**src/rtl/router_pkt_sink_pkg.sv**
```systemverilog
// Shared definitions for the router packet sink: FSM encoding, header layout, widths.
package router_defs;

    localparam int unsigned DATA_W    = 8;
    localparam int unsigned LEN_W     = 6;
    localparam int unsigned ADDR_W    = 2;
    localparam int unsigned LEFT_W    = LEN_W + 1;   // len+1 reads (payload + parity)
    localparam int unsigned PKT_CNT_W = 16;
    localparam int unsigned ERR_CNT_W = 8;
    localparam int unsigned TMR_W     = 8;

    typedef enum logic [1:0] {
        ST_IDLE     = 2'd0,
        ST_HDR_WAIT = 2'd1,
        ST_BODY     = 2'd2,
        ST_CHECK    = 2'd3
    } state_e;

    // Header byte: {len[5:0], addr[1:0]}
    typedef struct packed {
        logic [LEN_W-1:0]  len;
        logic [ADDR_W-1:0] addr;
    } hdr_t;

endpackage

```
**src/rtl/router_pkt_sink_if.sv**
```systemverilog
// Router FIFO read port plus sink result bus.
// master: router/environment side; slave: the packet sink.
interface router_pkt_sink_if;
    import router_defs::*;

    logic                 vld_out;
    logic [DATA_W-1:0]    data_out;
    logic                 sink_en;
    logic                 read_enb;
    logic [DATA_W-1:0]    pl_data;
    logic                 pl_valid;
    logic                 pkt_done;
    logic [LEN_W-1:0]     pkt_len;
    logic                 parity_err;
    logic                 addr_err;
    logic                 timeout_err;
    logic [PKT_CNT_W-1:0] pkt_cnt;
    logic [ERR_CNT_W-1:0] err_cnt;

    modport master (
        output vld_out, data_out, sink_en,
        input  read_enb, pl_data, pl_valid, pkt_done, pkt_len,
               parity_err, addr_err, timeout_err, pkt_cnt, err_cnt
    );

    modport slave (
        input  vld_out, data_out, sink_en,
        output read_enb, pl_data, pl_valid, pkt_done, pkt_len,
               parity_err, addr_err, timeout_err, pkt_cnt, err_cnt
    );

endinterface

```
**src/rtl/router_sink_timer.sv**
```systemverilog
// Mid-packet stall counter. expire_c is high on the TIMEOUT-th consecutive
// enabled cycle; clr (or expiry) returns the count to zero.
// Ports: clock, resetn, clr, en in; expire_c out (combinational).
module router_sink_timer
    import router_defs::*;
#(
    parameter int unsigned TIMEOUT = 16
) (
    input  logic clock,
    input  logic resetn,
    input  logic clr,
    input  logic en,
    output logic expire_c
);

    logic [TMR_W-1:0] count_q, count_d;

    assign expire_c = en && (count_q == TMR_W'(TIMEOUT - 1));

    // Next count
    always_comb begin
        count_d = count_q;
        if (clr || expire_c) begin
            count_d = '0;
        end else if (en) begin
            count_d = count_q + TMR_W'(1);
        end
    end

    always_ff @(posedge clock or negedge resetn) begin
        if (!resetn) begin
            count_q <= '0;
        end else begin
            count_q <= count_d;
        end
    end

endmodule

```
**src/rtl/router_pkt_sink.sv**
```systemverilog
// Router output-port packet sink: reads header/payload/parity from the router
// FIFO, forwards payload, checks address and XOR parity, counts packets/errors
// and aborts packets that stall longer than TIMEOUT cycles.
// Ports: clock, resetn; bus (slave) = FIFO read port in, payload/status out.
module router_pkt_sink
    import router_defs::*;
#(
    parameter logic [ADDR_W-1:0] PORT_ADDR = 2'b01,
    parameter int unsigned       TIMEOUT   = 16
) (
    input  logic             clock,
    input  logic             resetn,
    router_pkt_sink_if.slave bus
);

    state_e               state_q, state_d;
    logic [LEFT_W-1:0]    issue_left_q, issue_left_d;
    logic [LEFT_W-1:0]    recv_left_q, recv_left_d;
    logic [DATA_W-1:0]    acc_q, acc_d;
    logic [DATA_W-1:0]    pl_data_q, pl_data_d;
    logic [LEN_W-1:0]     pkt_len_q, pkt_len_d;
    logic [ADDR_W-1:0]    addr_q, addr_d;
    logic                 rd_pend_q, rd_pend_d;
    logic                 pl_valid_q, pl_valid_d;
    logic                 pkt_done_q, pkt_done_d;
    logic                 parity_err_q, parity_err_d;
    logic                 addr_err_q, addr_err_d;
    logic                 timeout_err_q, timeout_err_d;
    logic [PKT_CNT_W-1:0] pkt_cnt_q, pkt_cnt_d;
    logic [ERR_CNT_W-1:0] err_cnt_q, err_cnt_d;

    logic read_enb_c, in_pkt_c, byte_rx_c, stall_c, expire_c;
    logic par_bad_c, addr_bad_c;
    hdr_t hdr_c;

    assign hdr_c      = hdr_t'(bus.data_out);
    assign in_pkt_c   = (state_q == ST_HDR_WAIT) || (state_q == ST_BODY);
    // The header read is always in flight during HDR_WAIT
    assign byte_rx_c  = (state_q == ST_HDR_WAIT) || rd_pend_q;
    assign stall_c    = in_pkt_c && !byte_rx_c;
    assign par_bad_c  = (acc_q ^ bus.data_out) != '0;
    assign addr_bad_c = (addr_q != PORT_ADDR);

    router_sink_timer #(.TIMEOUT(TIMEOUT)) u_timer (
        .clock    (clock),
        .resetn   (resetn),
        .clr      (!stall_c),
        .en       (stall_c),
        .expire_c (expire_c)
    );

    // Next-state, read issue and result strobes
    always_comb begin
        state_d       = state_q;
        issue_left_d  = issue_left_q;
        recv_left_d   = recv_left_q;
        acc_d         = acc_q;
        pl_data_d     = pl_data_q;
        pkt_len_d     = pkt_len_q;
        addr_d        = addr_q;
        rd_pend_d     = 1'b0;
        pl_valid_d    = 1'b0;
        pkt_done_d    = 1'b0;
        parity_err_d  = 1'b0;
        addr_err_d    = 1'b0;
        timeout_err_d = 1'b0;
        pkt_cnt_d     = pkt_cnt_q;
        err_cnt_d     = err_cnt_q;
        read_enb_c    = 1'b0;

        case (state_q)
            ST_IDLE: begin
                read_enb_c = bus.vld_out && bus.sink_en;
                if (read_enb_c) begin
                    state_d = ST_HDR_WAIT;
                end
            end

            ST_HDR_WAIT: begin
                pkt_len_d    = hdr_c.len;
                addr_d       = hdr_c.addr;
                acc_d        = bus.data_out;
                issue_left_d = LEFT_W'(hdr_c.len) + LEFT_W'(1);
                recv_left_d  = LEFT_W'(hdr_c.len) + LEFT_W'(1);
                state_d      = ST_BODY;
            end

            ST_BODY: begin
                // No new read on the abort cycle so nothing is left in flight
                read_enb_c = bus.vld_out && bus.sink_en &&
                             (issue_left_q != '0) && !expire_c;
                rd_pend_d  = read_enb_c;
                if (read_enb_c) begin
                    issue_left_d = issue_left_q - LEFT_W'(1);
                end
                if (rd_pend_q) begin
                    acc_d       = acc_q ^ bus.data_out;
                    recv_left_d = recv_left_q - LEFT_W'(1);
                    if (recv_left_q > LEFT_W'(1)) begin
                        pl_data_d  = bus.data_out;
                        pl_valid_d = 1'b1;
                    end else begin
                        state_d      = ST_CHECK;
                        pkt_done_d   = 1'b1;
                        parity_err_d = par_bad_c;
                        addr_err_d   = addr_bad_c;
                        pkt_cnt_d    = pkt_cnt_q + PKT_CNT_W'(1);
                        if ((par_bad_c || addr_bad_c) && (err_cnt_q != '1)) begin
                            err_cnt_d = err_cnt_q + ERR_CNT_W'(1);
                        end
                    end
                end else if (expire_c) begin
                    state_d       = ST_IDLE;
                    timeout_err_d = 1'b1;
                    if (err_cnt_q != '1) begin
                        err_cnt_d = err_cnt_q + ERR_CNT_W'(1);
                    end
                end
            end

            ST_CHECK: begin
                state_d = ST_IDLE;
            end

            default: begin
                state_d = ST_IDLE;
            end
        endcase
    end

    always_ff @(posedge clock or negedge resetn) begin
        if (!resetn) begin
            state_q       <= ST_IDLE;
            issue_left_q  <= '0;
            recv_left_q   <= '0;
            acc_q         <= '0;
            pl_data_q     <= '0;
            pkt_len_q     <= '0;
            addr_q        <= '0;
            rd_pend_q     <= 1'b0;
            pl_valid_q    <= 1'b0;
            pkt_done_q    <= 1'b0;
            parity_err_q  <= 1'b0;
            addr_err_q    <= 1'b0;
            timeout_err_q <= 1'b0;
            pkt_cnt_q     <= '0;
            err_cnt_q     <= '0;
        end else begin
            state_q       <= state_d;
            issue_left_q  <= issue_left_d;
            recv_left_q   <= recv_left_d;
            acc_q         <= acc_d;
            pl_data_q     <= pl_data_d;
            pkt_len_q     <= pkt_len_d;
            addr_q        <= addr_d;
            rd_pend_q     <= rd_pend_d;
            pl_valid_q    <= pl_valid_d;
            pkt_done_q    <= pkt_done_d;
            parity_err_q  <= parity_err_d;
            addr_err_q    <= addr_err_d;
            timeout_err_q <= timeout_err_d;
            pkt_cnt_q     <= pkt_cnt_d;
            err_cnt_q     <= err_cnt_d;
        end
    end

    // read_enb is held low while reset is asserted
    assign bus.read_enb    = read_enb_c && resetn;
    assign bus.pl_data     = pl_data_q;
    assign bus.pl_valid    = pl_valid_q;
    assign bus.pkt_done    = pkt_done_q;
    assign bus.pkt_len     = pkt_len_q;
    assign bus.parity_err  = parity_err_q;
    assign bus.addr_err    = addr_err_q;
    assign bus.timeout_err = timeout_err_q;
    assign bus.pkt_cnt     = pkt_cnt_q;
    assign bus.err_cnt     = err_cnt_q;

endmodule

```
**src/flat_wrapper.sv**
```systemverilog
// flat-port wrapper written by rule: the top's interface ports become plain ports
module router_pkt_sink_flat import router_defs::*;
#(
    parameter logic [ADDR_W-1:0] PORT_ADDR = 2'b01,
    parameter int unsigned       TIMEOUT   = 16
)
  (clock, resetn, bus_vld_out, bus_data_out, bus_sink_en, bus_read_enb, bus_pl_data, bus_pl_valid, bus_pkt_done, bus_pkt_len, bus_parity_err, bus_addr_err, bus_timeout_err, bus_pkt_cnt, bus_err_cnt);
  router_pkt_sink_if bus_i ();
  input  logic clock;
  input  logic resetn;
  input wire logic [$bits(bus_i.vld_out)-1:0] bus_vld_out;
  input wire logic [$bits(bus_i.data_out)-1:0] bus_data_out;
  input wire logic [$bits(bus_i.sink_en)-1:0] bus_sink_en;
  output wire logic [$bits(bus_i.read_enb)-1:0] bus_read_enb;
  output wire logic [$bits(bus_i.pl_data)-1:0] bus_pl_data;
  output wire logic [$bits(bus_i.pl_valid)-1:0] bus_pl_valid;
  output wire logic [$bits(bus_i.pkt_done)-1:0] bus_pkt_done;
  output wire logic [$bits(bus_i.pkt_len)-1:0] bus_pkt_len;
  output wire logic [$bits(bus_i.parity_err)-1:0] bus_parity_err;
  output wire logic [$bits(bus_i.addr_err)-1:0] bus_addr_err;
  output wire logic [$bits(bus_i.timeout_err)-1:0] bus_timeout_err;
  output wire logic [$bits(bus_i.pkt_cnt)-1:0] bus_pkt_cnt;
  output wire logic [$bits(bus_i.err_cnt)-1:0] bus_err_cnt;
  assign bus_i.vld_out = bus_vld_out;
  assign bus_i.data_out = bus_data_out;
  assign bus_i.sink_en = bus_sink_en;
  assign bus_read_enb = bus_i.read_enb;
  assign bus_pl_data = bus_i.pl_data;
  assign bus_pl_valid = bus_i.pl_valid;
  assign bus_pkt_done = bus_i.pkt_done;
  assign bus_pkt_len = bus_i.pkt_len;
  assign bus_parity_err = bus_i.parity_err;
  assign bus_addr_err = bus_i.addr_err;
  assign bus_timeout_err = bus_i.timeout_err;
  assign bus_pkt_cnt = bus_i.pkt_cnt;
  assign bus_err_cnt = bus_i.err_cnt;
  router_pkt_sink #(.PORT_ADDR(PORT_ADDR), .TIMEOUT(TIMEOUT)) u_core (.clock(clock), .resetn(resetn), .bus(bus_i));
endmodule
```
**config.mk**
```make
export PLATFORM = sky130hd
export DESIGN_NAME = router_pkt_sink_flat
export DESIGN_NICKNAME = d
export VERILOG_FILES = /design/src/rtl/router_pkt_sink_pkg.sv /design/src/rtl/router_pkt_sink_if.sv /design/src/rtl/router_sink_timer.sv /design/src/rtl/router_pkt_sink.sv /design/src/flat_wrapper.sv
export SDC_FILE = /design/constraint.sdc
export NUM_CORES = 1
export LEC_CHECK = 0
export ABC_AREA = 1
export CAP_MARGIN = 40
export CORE_MARGIN = 3
export CORE_UTILIZATION = 59
export CTS_CLUSTER_SIZE = 28
export DETAILED_ROUTE_END_ITERATION = 8
export PLACE_DENSITY = 0.85
export SETUP_SLACK_MARGIN = 0.05
export SLEW_MARGIN = 10
export SYNTH_ARGS = -nofsm -noshare
export SYNTH_HDL_FRONTEND = slang
export SYNTH_HIERARCHICAL = 1
export SYNTH_SLANG_ARGS = --single-unit
```
**constraint.sdc**
```tcl
create_clock -name clock -period 5 [get_ports clock]
set_input_delay 0.75 -clock clock [delete_from_list [all_inputs] [get_ports clock]]
set_output_delay 0.75 -clock clock [all_outputs]
set_load 0.02 [all_outputs]
```
==> results by group <==
Layout
  • Layout Utilization: 73.83%
  • Fill cells: 496
  • Most frequent cells in the layout: nand2_1, dfrtp_1, inv_1
  • Layout area overhead: 19.88%
  • Layout cell share with drive strength beyond 1: 8.518%
  • Commonest non-fill, non-tap cell in the layout: nand2_1
  • N_diodes: 0
  • Post-layout nets: 605

Setup path
  • CP bufs+invs: 6
  • Top Family by Delay on Critical Path: buffers and inverters
  • Worst Setup EP: bus_read_enb
  • Critical path data arrival time: 3.22 ns
  • FF-to-FF End: u_core/recv_left_q[2]$_DFFE_PN0P_
  • R2r setup slk: 2.16 ns
  • Crit path from: u_core/state_q[1]$_DFFE_PN0P_
  • WP depth: 13
  • WS Path Type: flip-flop to output pin
  • CP endpoint kind: output pin
  • Critical Path RT: 4.25 ns
  • Crit path cell chain: inv_1 -> ha_1 -> inv_1 -> nand3_1 -> inv_1 -> inv_1 -> nor2_2 -> nand3b_2 -> inv_1 -> nor2_1 -> nand3_1 -> a21boi_0 -> clkdlybuf4s50_1
  • Worst reg2reg path depth: 8
  • Top cell by count, worst path: inv_1
  • CP Max Fanout: 13
  • CP max-delay cell: clkdlybuf4s50_1
  • Largest stage delay, worst path: 0.65 ns
  • R2R Path Start: u_core/state_q[0]$_DFFE_PN0P_
  • Startpoint types: flip-flop

Pwr
  • LEAKAGE: 0.002487 uW
  • Power Dens Cells: 456.7 mW/mm^2
  • Worst vdd ir: 0.3171 mV

Clock tree
  • H-tree depth: 3
  • CTS Buf Count: 9
  • Clock Latency Late Sink: roughly 0.37 ns
  • CTS root buf: clkbuf_8
  • Post-CTS resize count: 0
  • CTS tree: done
  • Hold_buf cts: 0
  • CTS sink cnt: 78
  • Post-CTS Setup Inserts: 0
  • Clock transition at the registers of the reported paths: 0.09 ns
  • CTS max path bufs: 2

Routing
  • Post-Route WL: 9426 um
  • Routed vias/inst: approximately 5.3
  • DRC Markers: 0
  • Starting DRT DRC Count: 241
  • TritonRoute pass-1 iters: 5
  • DR vias: approximately 3600
  • Post-route ant nets: 0
  • WL/cell: 13.80 um

Timing
  • Final Hold Vio Count: 0
  • Max-slew violations: 0
  • Setup violators final: 0
  • Fin crit period: 3.972 ns
  • RSZ-0062 raised after global routing: no
  • Tightest Pin Transition: 0.5354 ns
  • Period utilization: just under 80%
  • Max Clk Rate: 251.8 MHz
  • Post-Route Skew: 0.01525 ns
  • Setup TNS Final: 0 ns
  • Slew headroom: 64.31%

Floorplan
  • Die ar.: 0.008222 sq mm
  • Die X: between 90 and 100 um
  • Core region area: slightly below 0.007 sq mm
  • Row cnt: 30
  • I/O pin total: 56
  • Initial core utilization: 61.58%
  • Die height: 90.68 um

GRT
  • Vias in the first global route: 3501
  • GRT Overall Usage: 24.35%
  • Global route total overflow: 0
  • Initial antenna violation count: 0
  • First-pass GRT wire length: 16130 um
  • Largest net degree at the start of global routing: 48

Synth
  • Post-synth cell types: 41
  • Post-synth EDFFs: 0
  • Post-synth ARST share: 100.0%
  • Synthesized area: 0.004230 sq mm
  • Syn_nets: 547
  • YS warnings: 6
  • Synth Register Bits: 78
  • Sequential share of the synthesized area: 46.14%
  • Main flop type after synthesis: dfrtp_1
  • Synth Instances: between 500 and 600
  • Syn avg cell area: 8.058 sq um

Place
  • Routability congestion estimate: 0.8713
  • Port bufs: between 50 and 60
  • Dpl hpwl: 6914 um

Run
  • Max-Cap Viols: 0

Status
  • Status: finished, final reports clean

Min path
  • Hold Crit Class: input port to async pin
routing by layer:
| layer | global-route usage [%] | up-vias | wire length [um] |
|---|---|---|---|
| met1 | 30.30 | 1718 | 3919 |
| met2 | 41.88 | 116 | 4843 |
| met5 | 0 | - | 0 |
| met4 | 10.84 | 0 | 172 |
| li1 | - | 1771 | - |
| met3 | 3.667 | 18 | 491 |
metrics by stage:
step	area [sq um]	hold WS [ns]	instances	total power, uW	setup WS [ns]
after global placement	4846	0.4607	667	1793	1.552
after floorplan	4230	0.4345	525	1558	2.111
after CTS	5071	0.4307	683	2319	1.020
after global routing	5071	0.4623	683	2482	0.7212
after detailed placement	4873	0.4704	668	1838	1.435
final	5071	0.4316	683	2316	1.028
cell usage after synthesis (all sizes together) (2+ instances only):
library cell	count	area [sq um]
a21oi	7	35.03
a22oi	2	20.02
a31oi	2	12.51
buf	8	52.55
clkbuf	2	7.510
dfrtp	78	1952
ha	10	125.1
inv	63	239.0
nand2	173	686.9
nand3	34	175.2
nand3b	2	18.77
nand4	7	43.79
nor2	45	214.0
nor3	10	66.32
o21ai	37	185.2
or2	2	12.52
xnor2	10	87.58
xor2	25	226.5
worst min path at each step:
stage          depth (start not counted)                          startpoint  slack [ns]                                 end
5_1_grt                                2                              resetn        0.46   u_core/bus.pkt_cnt[7]$_DFFE_PN0P_
2_1_floorplan                          1          u_core/rd_pend_q$_DFF_PN0_        0.43    u_core/bus.timeout_err$_DFF_PN0_
3_5_place_dp                           2   u_core/bus.pl_data[3]$_DFFE_PN0P_        0.47   u_core/bus.pl_data[3]$_DFFE_PN0P_
6_report                               2                              resetn        0.43   u_core/bus.pkt_cnt[4]$_DFFE_PN0P_
4_1_cts                                2                              resetn        0.43   u_core/bus.pkt_cnt[4]$_DFFE_PN0P_
3_3_place_gp                           2  u_core/issue_left_q[6]$_DFFE_PN0P_        0.46  u_core/issue_left_q[6]$_DFFE_PN0P_
registers in the layout, summed over array words and instances (netlist names):
| signal | flops |
|---|---|
| u_core/state_q | 2 |
| u_core/bus.timeout_err | 1 |
| u_core/bus.pl_valid | 1 |
| u_core/bus.addr_err | 1 |
| u_core/recv_left_q | 7 |
| u_core/bus.pkt_done | 1 |
| u_core/bus.pkt_len | 6 |
| u_core/addr_q | 2 |
| u_core/u_timer/count_q | 8 |
| u_core/bus.err_cnt | 8 |
| u_core/issue_left_q | 7 |
| u_core/rd_pend_q | 1 |
| u_core/bus.parity_err | 1 |
| u_core/bus.pkt_cnt | 16 |
| u_core/bus.pl_data | 8 |
| u_core/acc_q | 8 |
where the power goes:
part | internal (uW) | total (uW) | switching [uW]
Combinational | 344 | 944 | 600
Sequential | 785 | 895 | 110
Clock | 242 | 476 | 234
layout make-up:
cell class	count	area (sq um)	area share (%)
Multi-Input combinational cell	373	1971	38.86
Sequential cell	78	1952	38.49
Timing Repair Buffer	57	583.1	11.50
Inverter	64	247.7	4.885
Clock buffer	10	137.6	2.714
Tap cell	96	120.1	2.369
Clock inverter	5	60.06	1.184
cell families after synthesis:
| logic type | count (synthesis) | share of synthesized area (%) |
|---|---|---|
| fa+ha+maj | 10 | 2.958 |
| buf+inv | 74 | 7.276 |
| flops | 78 | 46.14 |
| xor+xnor | 35 | 7.424 |
| simple gates | 275 | 29.13 |
| compound gates | 53 | 7.069 |
Note: power is estimated with default switching activity, not from simulation.
